[src/rtl/riscv_pkg.sv]
// -----------------------------------------------------------------------------
// riscv_pkg
// Shared definitions for the single-cycle RISC-V core front end.
//   - Opcode constants used by fetch, the control unit and decode.
//   - NOP_INSTR: canonical no-op (addi x0, x0, 0), the reset value of the
//     instruction register.
//   - fetch_state_t: state encoding of the instruction fetch FSM.
// -----------------------------------------------------------------------------
package riscv_pkg;

    localparam logic [6:0]  OP_RTYPE  = 7'b0110011;
    localparam logic [6:0]  OP_ITYPE  = 7'b0010011;
    localparam logic [6:0]  OP_BRANCH = 7'b1100011;

    localparam logic [31:0] NOP_INSTR = 32'h0000_0013;

    typedef enum logic [1:0] {
        REQ  = 2'd0,   // request word from instruction memory
        WAIT = 2'd1,   // request accepted, awaiting the response
        HOLD = 2'd2    // instruction presented to decode
    } fetch_state_t;

endpackage

[src/rtl/fetch_pc_reg.sv]
// -----------------------------------------------------------------------------
// fetch_pc_reg
// Program counter register for the instruction fetch unit.
//   clk        in   system clock
//   rst_n      in   asynchronous active-low reset (pc <= RESET_PC)
//   advance_i  in   step to the next sequential instruction (pc + 4)
//   redirect_i in   load target_i; has priority over advance_i
//   target_i   in   redirect address; bits [1:0] are forced to 00
//   pc_o       out  current program counter
// -----------------------------------------------------------------------------
module fetch_pc_reg
    import riscv_pkg::*;
#(
    parameter int unsigned       XLEN     = 32,
    parameter logic [XLEN-1:0]   RESET_PC = 32'h0000_0000
) (
    input  logic            clk,
    input  logic            rst_n,
    input  logic            advance_i,
    input  logic            redirect_i,
    input  logic [XLEN-1:0] target_i,
    output logic [XLEN-1:0] pc_o
);

    localparam logic [XLEN-1:0] PC_STEP    = XLEN'(4);
    localparam logic [XLEN-1:0] ALIGN_MASK = ~XLEN'(3);

    logic [XLEN-1:0] pc_q;
    logic [XLEN-1:0] pc_d;

    // Redirect wins over the sequential step: a taken branch in HOLD drops
    // the held instruction even when decode is consuming it.
    always_comb begin
        pc_d = pc_q;
        if (redirect_i) begin
            pc_d = target_i & ALIGN_MASK;
        end else if (advance_i) begin
            pc_d = pc_q + PC_STEP;   // wraps silently at 2^XLEN
        end
    end

    always_ff @(posedge clk or negedge rst_n) begin
        if (!rst_n) begin
            pc_q <= RESET_PC;
        end else begin
            pc_q <= pc_d;
        end
    end

    assign pc_o = pc_q;

endmodule

[src/rtl/instr_fetch_unit.sv]
// -----------------------------------------------------------------------------
// instr_fetch_unit
// Fetch front end: holds the PC, issues one instruction-memory read at a
// time and hands the fetched word to decode. Taken branches redirect the PC
// and any wrong-path fetch is discarded.
//
// Handshakes: a transfer happens on a rising edge where valid and ready are
// both high. A valid, once raised, holds its payload stable until the
// transfer, except that a redirect may change imem_addr or withdraw
// instr_valid. The memory returns exactly one imem_rsp_valid pulse per
// accepted request, with no back-pressure.
//
//   clk, rst_n          clock, asynchronous active-low reset
//   imem_req_valid/ready/addr   read request toward instruction memory
//   imem_rsp_valid/data         read response from instruction memory
//   instr_valid/ready           instruction handshake toward decode
//   instr, opcode, instr_pc     fetched word, its opcode field, its address
//   branch_taken/target         one-cycle redirect pulse and address
//   dbg_state                   current FSM state (observation only)
// -----------------------------------------------------------------------------
module instr_fetch_unit
    import riscv_pkg::*;
#(
    parameter int unsigned       XLEN     = 32,
    parameter logic [XLEN-1:0]   RESET_PC = 32'h0000_0000
) (
    input  logic            clk,
    input  logic            rst_n,
    output logic            imem_req_valid,
    input  logic            imem_req_ready,
    output logic [XLEN-1:0] imem_addr,
    input  logic            imem_rsp_valid,
    input  logic [31:0]     imem_rsp_data,
    output logic            instr_valid,
    input  logic            instr_ready,
    output logic [31:0]     instr,
    output logic [6:0]      opcode,
    output logic [XLEN-1:0] instr_pc,
    input  logic            branch_taken,
    input  logic [XLEN-1:0] branch_target,
    output fetch_state_t    dbg_state
);

    fetch_state_t    state_q;
    logic            req_valid_q;
    logic            discard_q;
    logic            instr_valid_q;
    logic [31:0]     instr_q;
    logic [XLEN-1:0] instr_pc_q;
    logic [XLEN-1:0] pc;

    logic req_fire;
    logic pc_advance;

    // req_valid_q only goes high one cycle after reset release, so REQ can
    // be the reset state while the request line stays low during reset.
    assign req_fire   = req_valid_q & imem_req_ready;
    assign pc_advance = (state_q == HOLD) & instr_ready & ~branch_taken;

    fetch_pc_reg #(
        .XLEN     (XLEN),
        .RESET_PC (RESET_PC)
    ) u_pc (
        .clk        (clk),
        .rst_n      (rst_n),
        .advance_i  (pc_advance),
        .redirect_i (branch_taken),
        .target_i   (branch_target),
        .pc_o       (pc)
    );

    always_ff @(posedge clk or negedge rst_n) begin
        if (!rst_n) begin
            state_q       <= REQ;
            req_valid_q   <= 1'b0;
            discard_q     <= 1'b0;
            instr_valid_q <= 1'b0;
            instr_q       <= NOP_INSTR;
            instr_pc_q    <= RESET_PC;
        end else begin
            case (state_q)
                REQ: begin
                    if (req_fire) begin
                        // A redirect in the accept cycle lets the old address
                        // go out; its response must be thrown away.
                        state_q     <= WAIT;
                        req_valid_q <= 1'b0;
                        discard_q   <= branch_taken;
                    end else begin
                        req_valid_q <= 1'b1;
                    end
                end
                WAIT: begin
                    if (imem_rsp_valid) begin
                        if (discard_q || branch_taken) begin
                            state_q     <= REQ;
                            req_valid_q <= 1'b1;
                            discard_q   <= 1'b0;
                        end else begin
                            state_q       <= HOLD;
                            instr_valid_q <= 1'b1;
                            instr_q       <= imem_rsp_data;
                            instr_pc_q    <= pc;   // pc still holds the request address
                        end
                    end else if (branch_taken) begin
                        discard_q <= 1'b1;
                    end
                end
                HOLD: begin
                    if (instr_ready || branch_taken) begin
                        state_q       <= REQ;
                        req_valid_q   <= 1'b1;
                        instr_valid_q <= 1'b0;
                    end
                end
                default: begin
                    state_q       <= REQ;
                    req_valid_q   <= 1'b1;
                    discard_q     <= 1'b0;
                    instr_valid_q <= 1'b0;
                end
            endcase
        end
    end

    assign imem_req_valid = req_valid_q;
    assign imem_addr      = pc;
    assign instr_valid    = instr_valid_q;
    assign instr          = instr_q;
    assign opcode         = instr_q[6:0];
    assign instr_pc       = instr_pc_q;
    assign dbg_state      = state_q;

endmodule

[config.mk]
export PLATFORM = sky130hd
export DESIGN_NAME = instr_fetch_unit
export DESIGN_NICKNAME = d
export VERILOG_FILES = /design/src/rtl/riscv_pkg.sv /design/src/rtl/fetch_pc_reg.sv /design/src/rtl/instr_fetch_unit.sv
export SDC_FILE = /design/constraint.sdc
export NUM_CORES = 1
export LEC_CHECK = 0
export CAP_MARGIN = 20
export CORE_ASPECT_RATIO = 1.25
export CORE_MARGIN = 2
export CORE_UTILIZATION = 23
export CTS_CLUSTER_DIAMETER = 100
export DETAILED_ROUTE_END_ITERATION = 7
export GPL_ROUTABILITY_DRIVEN = 0
export PLACE_DENSITY = 0.56
export SLEW_MARGIN = 20
export SYNTH_ARGS = -nofsm -noshare
export SYNTH_HDL_FRONTEND = slang
export SYNTH_HIERARCHICAL = 1
export SYNTH_SLANG_ARGS = --single-unit
[constraint.sdc]
create_clock -name clk -period 2.7 [get_ports clk]
set_clock_uncertainty 0.1 [all_clocks]
set_input_delay 0.54 -clock clk [delete_from_list [all_inputs] [get_ports clk]]
set_output_delay 0.54 -clock clk [all_outputs]
set_load 0.005 [all_outputs]
==> flow_summary_export.csv <==
group,metric,value,unit
status,status,"finished, final reports clean",
setup_path,cp-start-kind,"primary input",
sta,final_max_slew_viol_count,0,
drt,wl,12000,um
sta,fin_crit,2490,ps
finish,seq_area,2480,um^2
drt,postRouteAntennaNets,0,
synth,synth_top_area_cell,"dfrtp_1",
clocking,cts-root-buf,"clkbuf_16",
drt,drtPass1Iterations,4,
die,ioPinCount,177,
sta,max_freq,402,MHz
synth,synthMuxAreaShare,0.192,
finish,fillers,1974,
synth,synth_xor_xnor_area_share,0.0552,
drt,drt-wirelength-per-cell,14.8,um
synth,async_flop_share,1.00,
finish,fin_util,0.356,
synth,yosysUniqueCellTypes,45,
synth,syn_inst,363,
clocking,insertion_delay,350,ps
drt,route.detailed.drc,0,
global_routing,grt_max_degree,65,
global_routing,grt_pass1_wl,18800,um
power,p_leak,0.00296,uW
synth,syn_area,4600,um^2
die,fp.dieW,131,um
drt,num_vias,3344,
finish,fin_area,6960,um^2
finish,drive_gt1_frac,0.208,
sta,rsz0062_at_grt,"no",
clocking,clockBufferDepth,2,
die,core,19500,um^2
finish,n_antenna_cell,0,
setup_path,endpoint_kind,"flop",
synth,ys_ff_latch,99,
synth,synth-simple-area-share,0.123,
power,vdd_drop_max,276,uV
die,die_y,162,um
sta,worst_slew_pin_slew,578,ps
finish,multi_input_area,1930,um^2
drt,detail_route.vias_per_cell,4.14,
worst_hold_path,hold_path.class,"flop to flop",
synth,synthFlopType,"dfrtp_1",
synth,yosys_warnings,6,
placed_design,dpl.hpwl,8820,um
synth,synth.avg_cell_area,12.7,um^2
clocking,clkTransAtPathRegs,70,ps
power,power_density,883,nW/um^2
placed_design,portBuffers,172,
synth,synth_top_family_by_area,"multiplexers",
global_routing,antenna_found_initial,0,
global_routing,grt_pass1_vias,3595,
die,dieArea,21200,um^2
synth,synth_top_area_frac,0.522,
die,rows,57,
synth,synth_edf_count,0,
clocking,cts_max_level,3,
die,start_util,0.235,
sta,final_hold_viol_count,0,
setup_path,path_max_fanout,9,
clocking,cts_tree,"done",
synth,yosysSeqAreaShare,0.539,
clocking,postCtsSetupRepairBufs,0,
setup_path,critical_path_class,"primary input to flop",
placed_design,placed_area,6620,um^2
global_routing,grt_usage,0.113,
setup_path,required,2810,ps
synth,synth_compound_area_frac,0.0438,
clocking,numCtsBuffers,9,
setup_path,cp.arrival,2600,ps
sta,finalSetupViolations,0,
finish,area_delta_synth_final,51.1,%
synth,synthTopCellsByArea,"dfrtp_1 (52%), mux2_4 (12%), mux2_2 (6.6%), xnor2_1 (4.0%), nand2_1 (3.9%)",
finish,nNetsFinal,609,
clocking,numClockSinks,99,
synth,synth-adder-area-share,0.00272,
global_routing,grt-ovfl-total,0,
flow_run,drv_cap,0,
synth,ys_top_cells_by_count,"dfrtp_1 (96), nand2_1 (48), mux2_4 (38)",
synth,synth_most_common_cell,"dfrtp_1",
sta,relSlewSlack,0.615,
drt,drt_iter0_drc,146,
sta,period_share,0.922,
[cells by family after synthesis]
logic type / count (synthesis)
AOI/OAI and AO/OA: 37
xor gates and xnor gates: 29
adders and majority gates: 1
buffers and inverters: 30
DFF: 99
muxes: 66
other: 1
and+or+nand+nor: 100
[critical path, cell delays in order]
cell and delay (ps):
clkdlybuf4s50_1 520, nand2_1 80, nor3_2 160, buf_4 160
nand4_2 110, or3_1 350, buf_4 210, nor4_4 250
xnor2_1 150, o21ai_1 70
[metal layers]
layer  global-route usage  part of all wire
met3               0.0349             0.063
met5                    0                 0
met2                0.199              0.52
met1                0.130              0.41
met4               0.0377             0.014
[path summary, 6_finish.rpt]
path                               from       endpoint  slack (ps)  cells past startpoint
max                         instr_ready  u_pc/pc_o[31]         210                     10
min                         instr_valid    instr_valid         400                      2
max reg2reg                dbg_state[0]  u_pc/pc_o[31]         550                      8
min reg2reg                 instr_valid    instr_valid         400                      2
max in group asynchronous         rst_n  u_pc/pc_o[19]        1300                      3
min in group asynchronous         rst_n    instr_pc[3]         520                      2
[final cells by class]
class | instances | area share
repair buffers | 189 | 0.271
multi-input cells | 235 | 0.277
inverters | 4 | 0.00216
clock buffers | 13 | 0.0389
clock inverters | 3 | 0.00666
flip-flops and latches | 99 | 0.357
well taps | 265 | 0.0477
[state kept, by name, summed over array words and instances (netlist names)]
register / cells
discard_q: 1
imem_req_valid: 1
u_pc/pc_o: 30
instr_pc: 32
instr_valid: 1
dbg_state: 2
instr: 32
[cells in the final DEF, fill, tap and decap left out, types with 2 or more instances in the layout]
| master | synthesis | layout |
|---|---|---|
| nor3_2 | 1 | 2 |
| clkdlybuf4s50_1 | 0 | 170 |
| nand2_1 | 48 | 48 |
| clkbuf_16 | 0 | 9 |
| nor4_1 | 3 | 3 |
| nand4_1 | 3 | 3 |
| buf_12 | 0 | 3 |
| mux2_2 | 27 | 27 |
| xnor2_1 | 21 | 21 |
| nor3_1 | 8 | 7 |
| buf_4 | 10 | 14 |
| dfstp_2 | 3 | 3 |
| dfrtp_1 | 96 | 96 |
| nand3_1 | 8 | 8 |
| o21ai_1 | 5 | 5 |
| nor2_1 | 7 | 7 |
| xor2_1 | 8 | 8 |
| clkbuf_8 | 0 | 3 |
| or3_1 | 2 | 2 |
| nor4_4 | 3 | 3 |
| inv_1 | 4 | 4 |
| o21ai_0 | 26 | 26 |
| conb_1 | 1 | 2 |
| mux2_4 | 38 | 38 |
| and3_1 | 5 | 5 |
[power by group]
group          internal, uW  total [uW]  leakage [uW]  switching, uW
combinational          1720        2380       0.00160            665
clock                   797        1360      0.000152            559
sequential             2040        2400       0.00120            359
total                  4560        6140       0.00296           1580
[through the flow]
stage	setup TNS (ps)	worst slack [ps]	instances	power, uW	hold slack [ps]
finish	0	211	808	6140	399
global route	0	50.5	808	6530	415
CTS	0	55.1	808	6250	396
detailed placement	-3260	-308	791	4850	325
global placement	-3410	-287	791	4780	319
floorplan	0	309	364	3390	144
[timing repair]
item / 4_1_cts / 5_1_grt
setup endpoints to repair: 0 / 1
hold buffers: 1 / 0
resized for setup: 0 / 1
hold endpoints to repair: 15 / 0
Note: power is estimated with default switching activity, not from simulation.
